===== config.mk =====
export PLATFORM = sky130hd
export DESIGN_NAME = pipelined_barrel_shifter
export DESIGN_NICKNAME = d
export VERILOG_FILES = /design/src/rtl/shifter_pkg.sv /design/src/rtl/barrel_shift_stage.sv /design/src/rtl/pipelined_barrel_shifter.sv
export SDC_FILE = /design/constraint.sdc
export NUM_CORES = 1
export LEC_CHECK = 0
export CAP_MARGIN = 15
export CORE_MARGIN = 4
export CORE_UTILIZATION = 45
export CTS_BUF_LIST = sky130_fd_sc_hd__clkbuf_4 sky130_fd_sc_hd__clkbuf_8
export DETAILED_ROUTE_END_ITERATION = 16
export PLACE_DENSITY = 0.67
export SLEW_MARGIN = 5
export SYNTH_ARGS = -nofsm -noshare
export SYNTH_HDL_FRONTEND = slang
export SYNTH_SLANG_ARGS = --single-unit

===== constraint.sdc =====
create_clock -name clk -period 1.65 [get_ports clk]
set_input_delay 0.2475 -clock clk [delete_from_list [all_inputs] [get_ports clk]]
set_output_delay 0.2475 -clock clk [all_outputs]
set_load 0.01 [all_outputs]

===== src/rtl/shifter_pkg.sv =====
// rtl/shifter_pkg.sv - shared mode and direction constants for the pipelined barrel shifter
//
// Purpose: encodings for the per-beat shift mode and shift direction, shared by
//          the top level, the stage slices and anything that drives them.
// Ports:   none (package).
package shifter_pkg;

  // Shift mode carried with every beat. 2'b11 is reserved and decodes as logical.
  localparam logic [1:0] MODE_LOGICAL = 2'b00;
  localparam logic [1:0] MODE_ARITH   = 2'b01;
  localparam logic [1:0] MODE_ROTATE  = 2'b10;

  // Direction: "right" moves bits toward the LSB, "left" toward the MSB.
  localparam logic LR_RIGHT = 1'b1;
  localparam logic LR_LEFT  = 1'b0;

endpackage


===== src/rtl/barrel_shift_stage.sv =====
// rtl/barrel_shift_stage.sv - one registered conditional shift-by-SHIFT slice
//
// Purpose: shifts the incoming beat by SHIFT bit positions when the matching
//          amount bit is set, otherwise passes it through, then registers the
//          result together with the beat's valid and control fields.
// Ports:
//   clk, reset             clock, asynchronous active-high reset
//   en                     global pipeline advance; all registers hold when low
//   src_valid/data/amt/lr/mode/sign   beat arriving from the previous slice
//   dst_valid/data/amt/lr/mode/sign   registered beat for the next slice
module barrel_shift_stage
  import shifter_pkg::*;
#(
  parameter int WIDTH = 8,
  parameter int SHIFT = 1,
  parameter int AMT_W = 3
) (
  input  logic             clk,
  input  logic             reset,
  input  logic             en,
  input  logic             src_valid,
  input  logic [WIDTH-1:0] src_data,
  input  logic [AMT_W-1:0] src_amt,
  input  logic             src_lr,
  input  logic [1:0]       src_mode,
  input  logic             src_sign,
  output logic             dst_valid,
  output logic [WIDTH-1:0] dst_data,
  output logic [AMT_W-1:0] dst_amt,
  output logic             dst_lr,
  output logic [1:0]       dst_mode,
  output logic             dst_sign
);

  // Which bit of the carried amount this slice is responsible for.
  localparam int AMT_BIT = $clog2(SHIFT);

  logic [WIDTH-1:0] shifted;

  always_comb begin
    shifted = src_data;
    if (src_amt[AMT_BIT]) begin
      case (src_mode)
        MODE_ROTATE: begin
          if (src_lr == LR_RIGHT)
            shifted = {src_data[SHIFT-1:0], src_data[WIDTH-1:SHIFT]};
          else
            shifted = {src_data[WIDTH-1-SHIFT:0], src_data[WIDTH-1:WIDTH-SHIFT]};
        end
        MODE_ARITH: begin
          // Fill with the sign captured at the pipe entry, not the current MSB:
          // earlier slices have already replaced the MSB with fill bits, which
          // are the same value, but the captured copy keeps intent explicit.
          if (src_lr == LR_RIGHT)
            shifted = {{SHIFT{src_sign}}, src_data[WIDTH-1:SHIFT]};
          else
            shifted = {src_data[WIDTH-1-SHIFT:0], {SHIFT{1'b0}}};
        end
        default: begin
          // Logical, and the reserved encoding.
          if (src_lr == LR_RIGHT)
            shifted = {{SHIFT{1'b0}}, src_data[WIDTH-1:SHIFT]};
          else
            shifted = {src_data[WIDTH-1-SHIFT:0], {SHIFT{1'b0}}};
        end
      endcase
    end
  end

  always_ff @(posedge clk or posedge reset) begin
    if (reset) begin
      dst_valid <= 1'b0;
      dst_data  <= '0;
      dst_amt   <= '0;
      dst_lr    <= 1'b0;
      dst_mode  <= 2'b00;
      dst_sign  <= 1'b0;
    end else if (en) begin
      // Data loads even for bubbles; only valid qualifies it downstream.
      dst_valid <= src_valid;
      dst_data  <= shifted;
      dst_amt   <= src_amt;
      dst_lr    <= src_lr;
      dst_mode  <= src_mode;
      dst_sign  <= src_sign;
    end
  end

endmodule


===== src/rtl/pipelined_barrel_shifter.sv =====
// rtl/pipelined_barrel_shifter.sv - log2(WIDTH)-stage barrel shifter with valid/ready handshakes
//
// Purpose: logical / arithmetic / rotate shifts in either direction, one beat
//          per cycle, AMT_W cycles of latency, full-pipe stall on backpressure.
// Ports:
//   clk        rising-edge clock
//   reset      asynchronous, active-high reset
//   in_valid   input beat present
//   in_ready   block accepts input this cycle
//   in_data    operand
//   in_amt     shift amount, 0..WIDTH-1
//   in_lr      1 = toward LSB, 0 = toward MSB
//   in_mode    00 logical, 01 arithmetic, 10 rotate, 11 as logical
//   out_valid  result present
//   out_ready  consumer accepts result
//   out_data   shifted result
module pipelined_barrel_shifter
  import shifter_pkg::*;
#(
  parameter  int WIDTH = 8,
  localparam int AMT_W = $clog2(WIDTH)
) (
  input  logic             clk,
  input  logic             reset,
  input  logic             in_valid,
  output logic             in_ready,
  input  logic [WIDTH-1:0] in_data,
  input  logic [AMT_W-1:0] in_amt,
  input  logic             in_lr,
  input  logic [1:0]       in_mode,
  output logic             out_valid,
  input  logic             out_ready,
  output logic [WIDTH-1:0] out_data
);

  // Index 0 is the pipe entry; index k+1 is the output of slice k.
  logic             valid_s [AMT_W+1];
  logic [WIDTH-1:0] data_s  [AMT_W+1];
  logic [AMT_W-1:0] amt_s   [AMT_W+1];
  logic             lr_s    [AMT_W+1];
  logic [1:0]       mode_s  [AMT_W+1];
  logic             sign_s  [AMT_W+1];

  logic en;

  // The whole pipe advances together: it may move whenever the output slot
  // is empty or is being drained this cycle. No in_valid term, so in_ready
  // never depends combinationally on the producer.
  assign en       = ~out_valid | out_ready;
  assign in_ready = en;

  assign valid_s[0] = in_valid;
  assign data_s[0]  = in_data;
  assign amt_s[0]   = in_amt;
  assign lr_s[0]    = in_lr;
  assign mode_s[0]  = in_mode;
  assign sign_s[0]  = in_data[WIDTH-1];

  for (genvar k = 0; k < AMT_W; k++) begin : g_stage
    barrel_shift_stage #(
      .WIDTH (WIDTH),
      .SHIFT (1 << k),
      .AMT_W (AMT_W)
    ) u_stage (
      .clk       (clk),
      .reset     (reset),
      .en        (en),
      .src_valid (valid_s[k]),
      .src_data  (data_s[k]),
      .src_amt   (amt_s[k]),
      .src_lr    (lr_s[k]),
      .src_mode  (mode_s[k]),
      .src_sign  (sign_s[k]),
      .dst_valid (valid_s[k+1]),
      .dst_data  (data_s[k+1]),
      .dst_amt   (amt_s[k+1]),
      .dst_lr    (lr_s[k+1]),
      .dst_mode  (mode_s[k+1]),
      .dst_sign  (sign_s[k+1])
    );
  end

  assign out_valid = valid_s[AMT_W];
  assign out_data  = data_s[AMT_W];

  // Control fields of the final slice have no consumer.
  logic unused_tail;
  assign unused_tail = ^{amt_s[AMT_W], lr_s[AMT_W], mode_s[AMT_W], sign_s[AMT_W]};

endmodule


==> summary.md <==
Summed over all cells, the static leakage comes to 1.21 nW. The tools report the worst-case headroom to the max-slew limit as 0.668. The critical path's top delay family was compound AO/OA/AOI/OAI gates. The fraction of power consumed by combinational cells came out at 0.406. The synthesized design contains 38 register bits. The floorplan has 25 rows. Sequential share of the synthesized area: 0.437.

Power spread over the standard cell area amounts to 1440 mW/mm². The maximum clock skew at final layout was 0.00322 ns; the reported net switching power was 1.30 mW. The run gives 2 as the deepest clock path buffer count. The tools report the initial antenna violation count as 0.

Setup repair after global routing left no endpoint under its margin. The number of hold-slack violations in the final timing report was 0. The first detailed-routing pass ran for 4 iterations.

In the routed design, unresolved DRC markers number 0. The number of fill cells in the layout was 441. In the synthesized netlist, the cells that appear most often are sky130_fd_sc_hd__dfrtp_1 (38), sky130_fd_sc_hd__nand2_1 (32), sky130_fd_sc_hd__nor2_1 (21), sky130_fd_sc_hd__a211oi_1 (17), sky130_fd_sc_hd__o21ai_0 (15). The path class of the tightest hold or removal check is primary input to asynchronous set/reset pin.

Detailed placement finished with a half-perimeter wire length of 2970 µm. The number of violations reported at the end of detailed-routing iteration 0 was 56. In this run the standard cell core region covers 0.00469 mm². STA classifies the critical path endpoint as a register. Proportion of layout cells with a drive suffix above 1: 0.112. For the worst-skew pair, the clock arrives at the later sink with an insertion delay of 0.28 ns. Signal arrival time at the worst endpoint: 1.71 ns.

The length in cells of the worst reg-to-reg path was 5; the post-layout minimum cycle time was 1.55 ns. The synthesized area divided by synthesized cell count is 9.30 µm². The endpoint identified for the worst register-to-register timing path is g_stage[1].u_stage.dst_data[0]. Global routing finished with a remaining overflow of 0. The maximum single-stage delay on the critical path is 0.37 ns. The power after layout came out at 3.74 mW.

Cell internal power was estimated by the tool at 2.44 mW. The run gives 0.464 as the starting density of the core. The run gives 5 as the number of buffers created by CTS.

The run gives 0 as the final count of pins violating max slew. TritonCTS built the clock tree. The total number of vias was 1675.

The setup TNS is 0 ns. The most area-hungry cell type in the Yosys netlist is sky130_fd_sc_hd__dfrtp_1. From left edge to right edge, the die measures 77.6 µm. Static timing analysis puts the maximum clock frequency at 643 MHz. The master cell of the clock root buffer was sky130_fd_sc_hd__clkbuf_8. The repair_antennas step left the layout with diodes totalling 0.

In the final routed layout, each cell accounts on average for 12.7 µm. The number of buffers and inverters on the critical path came out at 1. The first global-routing pass estimated 7120 µm of wire. Routability congestion estimate from global placement: 0.775. Count of hold buffers inserted by post-cts repair: 0.

The tools report the number of global-route vias before repair as 1615. Summing all flip-flop and latch instances after layout gives 951 µm². In this run the register-to-register setup slack is 0.1 ns.

The portion of synthesized cell area occupied by the leading cell type came out at 0.437. The total area of multi-input combinational cells is 0.00104 mm², and the layout net count is 282. The synthesized net count was 258. The number of enable flip-flop cells after synthesis was 0; the CTS sink count was 38. The detail route stage leaves a number of antenna-violating nets equal to 0. The floorplan step defined a die boundary enclosing 0.00601 mm². The critical path goes through inv_1, ha_1, o311a_1, a311oi_1, o21ai_0. The floorplan step set the die height to 77.6 µm. The worst setup path is of the register to register kind. Synthesis produced a netlist whose cell count is 234. Launch instance of the worst register-to-register path: g_stage[0].u_stage.dst_mode[0]. The net switching fraction of the power was 0.348. The finished layout holds 312 standard cells, fillers aside.

The run gives 0 as the final setup violation count. The global routing usage summed across all routing layers was 0.144; the signed area change from the synthesized netlist to the final layout was 19.2%. The highest net fanout along the worst path was 5; the count of synthesis-stage warnings from yosys was 0.

Once the clock tree was built, the setup fixing pass inserted 0 buffers. Actual transition at the worst max-transition pin: 0.498 ns. The cell with the largest stage delay on the worst path is sky130_fd_sc_hd__dfrtp_1.

The proportion of register bits with asynchronous set or reset after synthesis is 1.00, and the wire length reported by the detailed router is 3980 µm. The run gives 0.164 as the share of total power in the clock network. The post-route clock period utilization works out to 0.942.

The cell area that synthesis handed to floorplanning was 0.00218 mm². Number of vias per cell after detailed routing: 5.37. The kind of launch point of the worst setup path is a register. The run finished with clean final reports. Across the VDD grid, the largest voltage drop is 0.495 mV. The placed cell count was 305; the number of placed I/O pins was 28. In this run, distinct cell masters in the synthesized netlist total 36. For the sequential group share of total power, the log shows 0.431.

The most frequently used flop master after synthesis was sky130_fd_sc_hd__dfrtp_1. By instance count, the leading cell after synthesis is sky130_fd_sc_hd__dfrtp_1. Clock-pin slew was measured on the worst setup and hold paths at 0.07 ns. The required time reported for the critical path endpoint is 1.81 ns. By area the synthesized netlist is led by sky130_fd_sc_hd__dfrtp_1 (44%), sky130_fd_sc_hd__mux2i_1 (6.4%), sky130_fd_sc_hd__a211oi_1 (5.9%).

Entering global routing, the biggest net connects 39 pins. The H-tree was split into 2 levels. The max-cap violation count came out at 0.

The count of buffers added on input and output ports is 27.
==> routing by layer <==
layer,vias to the layer above,track usage,wire length [µm]
met4,0,0.0480,40
met2,29,0.255,1930
met3,4,0.0278,127
met1,764,0.176,1880
met5,-,0,0
li1,878,-,-
==> power groups by stage <==
stage          Combinational (mW)  Clock (mW)  Sequential, mW
6_report                     1.52       0.612            1.61
5_1_grt                      1.71       0.675            1.68
4_1_cts                      1.54       0.639            1.61
3_5_place_dp                 1.54           0            1.63
3_3_place_gp                 1.52           0            1.62
2_1_floorplan                1.21           0            1.50
==> worst max-delay path by stage <==
stage | start | end | slack [ns] | depth (start not counted)
floorplan | g_stage[0].u_stage.dst_mode[0] | g_stage[1].u_stage.dst_data[0] | 0.17 | 5
global placement | in_mode[0] | g_stage[0].u_stage.dst_data[7] | -0.02 | 6
detailed placement | in_mode[0] | g_stage[0].u_stage.dst_data[7] | -0.07 | 6
CTS | g_stage[0].u_stage.dst_mode[0] | g_stage[1].u_stage.dst_data[0] | 0.09 | 5
global route | g_stage[0].u_stage.dst_mode[0] | g_stage[1].u_stage.dst_data[0] | 0.02 | 5
finish | g_stage[0].u_stage.dst_mode[0] | g_stage[1].u_stage.dst_data[0] | 0.1 | 5
==> registers in the layout (all words and copies together), names as in the netlist <==
| register | count |
|---|---|
| g_stage.u_stage.dst_lr | 2 |
| g_stage.u_stage.dst_valid | 3 |
| g_stage.u_stage.dst_amt | 3 |
| g_stage.u_stage.dst_mode | 4 |
| g_stage.u_stage.dst_sign | 2 |
| g_stage.u_stage.dst_data | 24 |
==> kinds of logic (layout without fill, tap and decap cells) <==
group	after synthesis	after routing	synth area share
AO/OA/AOI/OAI	66	66	0.208
multiplexers	14	14	0.0644
buffers and inverters	32	56	0.0839
flip-flops	38	38	0.437
AND/OR/NAND/NOR	78	78	0.172
adder cells (fa/ha/maj)	6	6	0.0345
==> cell usage in the layout (no fill, tap or decap), types with 2 or more instances in the layout <==
cell | netlist | layout
sky130_fd_sc_hd__nor2_1 | 21 | 21
sky130_fd_sc_hd__o21ai_0 | 15 | 15
sky130_fd_sc_hd__o21ba_2 | 2 | 2
sky130_fd_sc_hd__nand2b_1 | 5 | 5
sky130_fd_sc_hd__nand2_1 | 32 | 32
sky130_fd_sc_hd__and4b_1 | 3 | 3
sky130_fd_sc_hd__nor3_1 | 4 | 4
sky130_fd_sc_hd__inv_1 | 9 | 9
sky130_fd_sc_hd__nor3b_1 | 2 | 2
sky130_fd_sc_hd__o211ai_1 | 4 | 4
sky130_fd_sc_hd__or2_2 | 4 | 4
sky130_fd_sc_hd__buf_12 | 0 | 4
sky130_fd_sc_hd__dfrtp_1 | 38 | 38
sky130_fd_sc_hd__a21o_1 | 10 | 10
sky130_fd_sc_hd__clkdlybuf4s50_1 | 0 | 26
sky130_fd_sc_hd__clkbuf_4 | 0 | 2
sky130_fd_sc_hd__clkbuf_8 | 0 | 5
sky130_fd_sc_hd__a31oi_1 | 7 | 7
sky130_fd_sc_hd__ha_1 | 6 | 6
sky130_fd_sc_hd__a211oi_1 | 17 | 17
sky130_fd_sc_hd__a21oi_1 | 4 | 4
sky130_fd_sc_hd__buf_4 | 10 | 8
sky130_fd_sc_hd__mux2i_1 | 14 | 14
sky130_fd_sc_hd__nor2b_1 | 2 | 2
==> area by class of cell <==
class                      instances  share of cell area
timing repair buffer              39               0.158
clock buffer                       7              0.0323
sequential                        38               0.366
multi-input combinational        164               0.402
tap                               54              0.0260
inverter                          10              0.0154
==> tightest hold or removal path: cells and delay by family <==
kind	cells	cell delay [ns]
buf+inv	3	0.71
==> stage by stage <==
stage / util / area [µm²] / hold slack [ns] / worst slack (ns)
after global routing: 0.553 / 2590 / 0.335 / 0.0223
after detailed placement: 0.535 / 2510 / 0.449 / -0.0716
after global placement: 0.535 / 2510 / 0.441 / -0.0226
final: 0.553 / 2590 / 0.318 / 0.0959
after CTS: 0.553 / 2590 / 0.328 / 0.0877
after floorplan: - / 2180 / 0.360 / 0.169
==> timing repair <==
action,in CTS,in global routing
setup endpoints to repair,1,0
endpoints found under the hold margin,0,0
gates resized for setup,1,0
(Power assumes the default switching activity.)
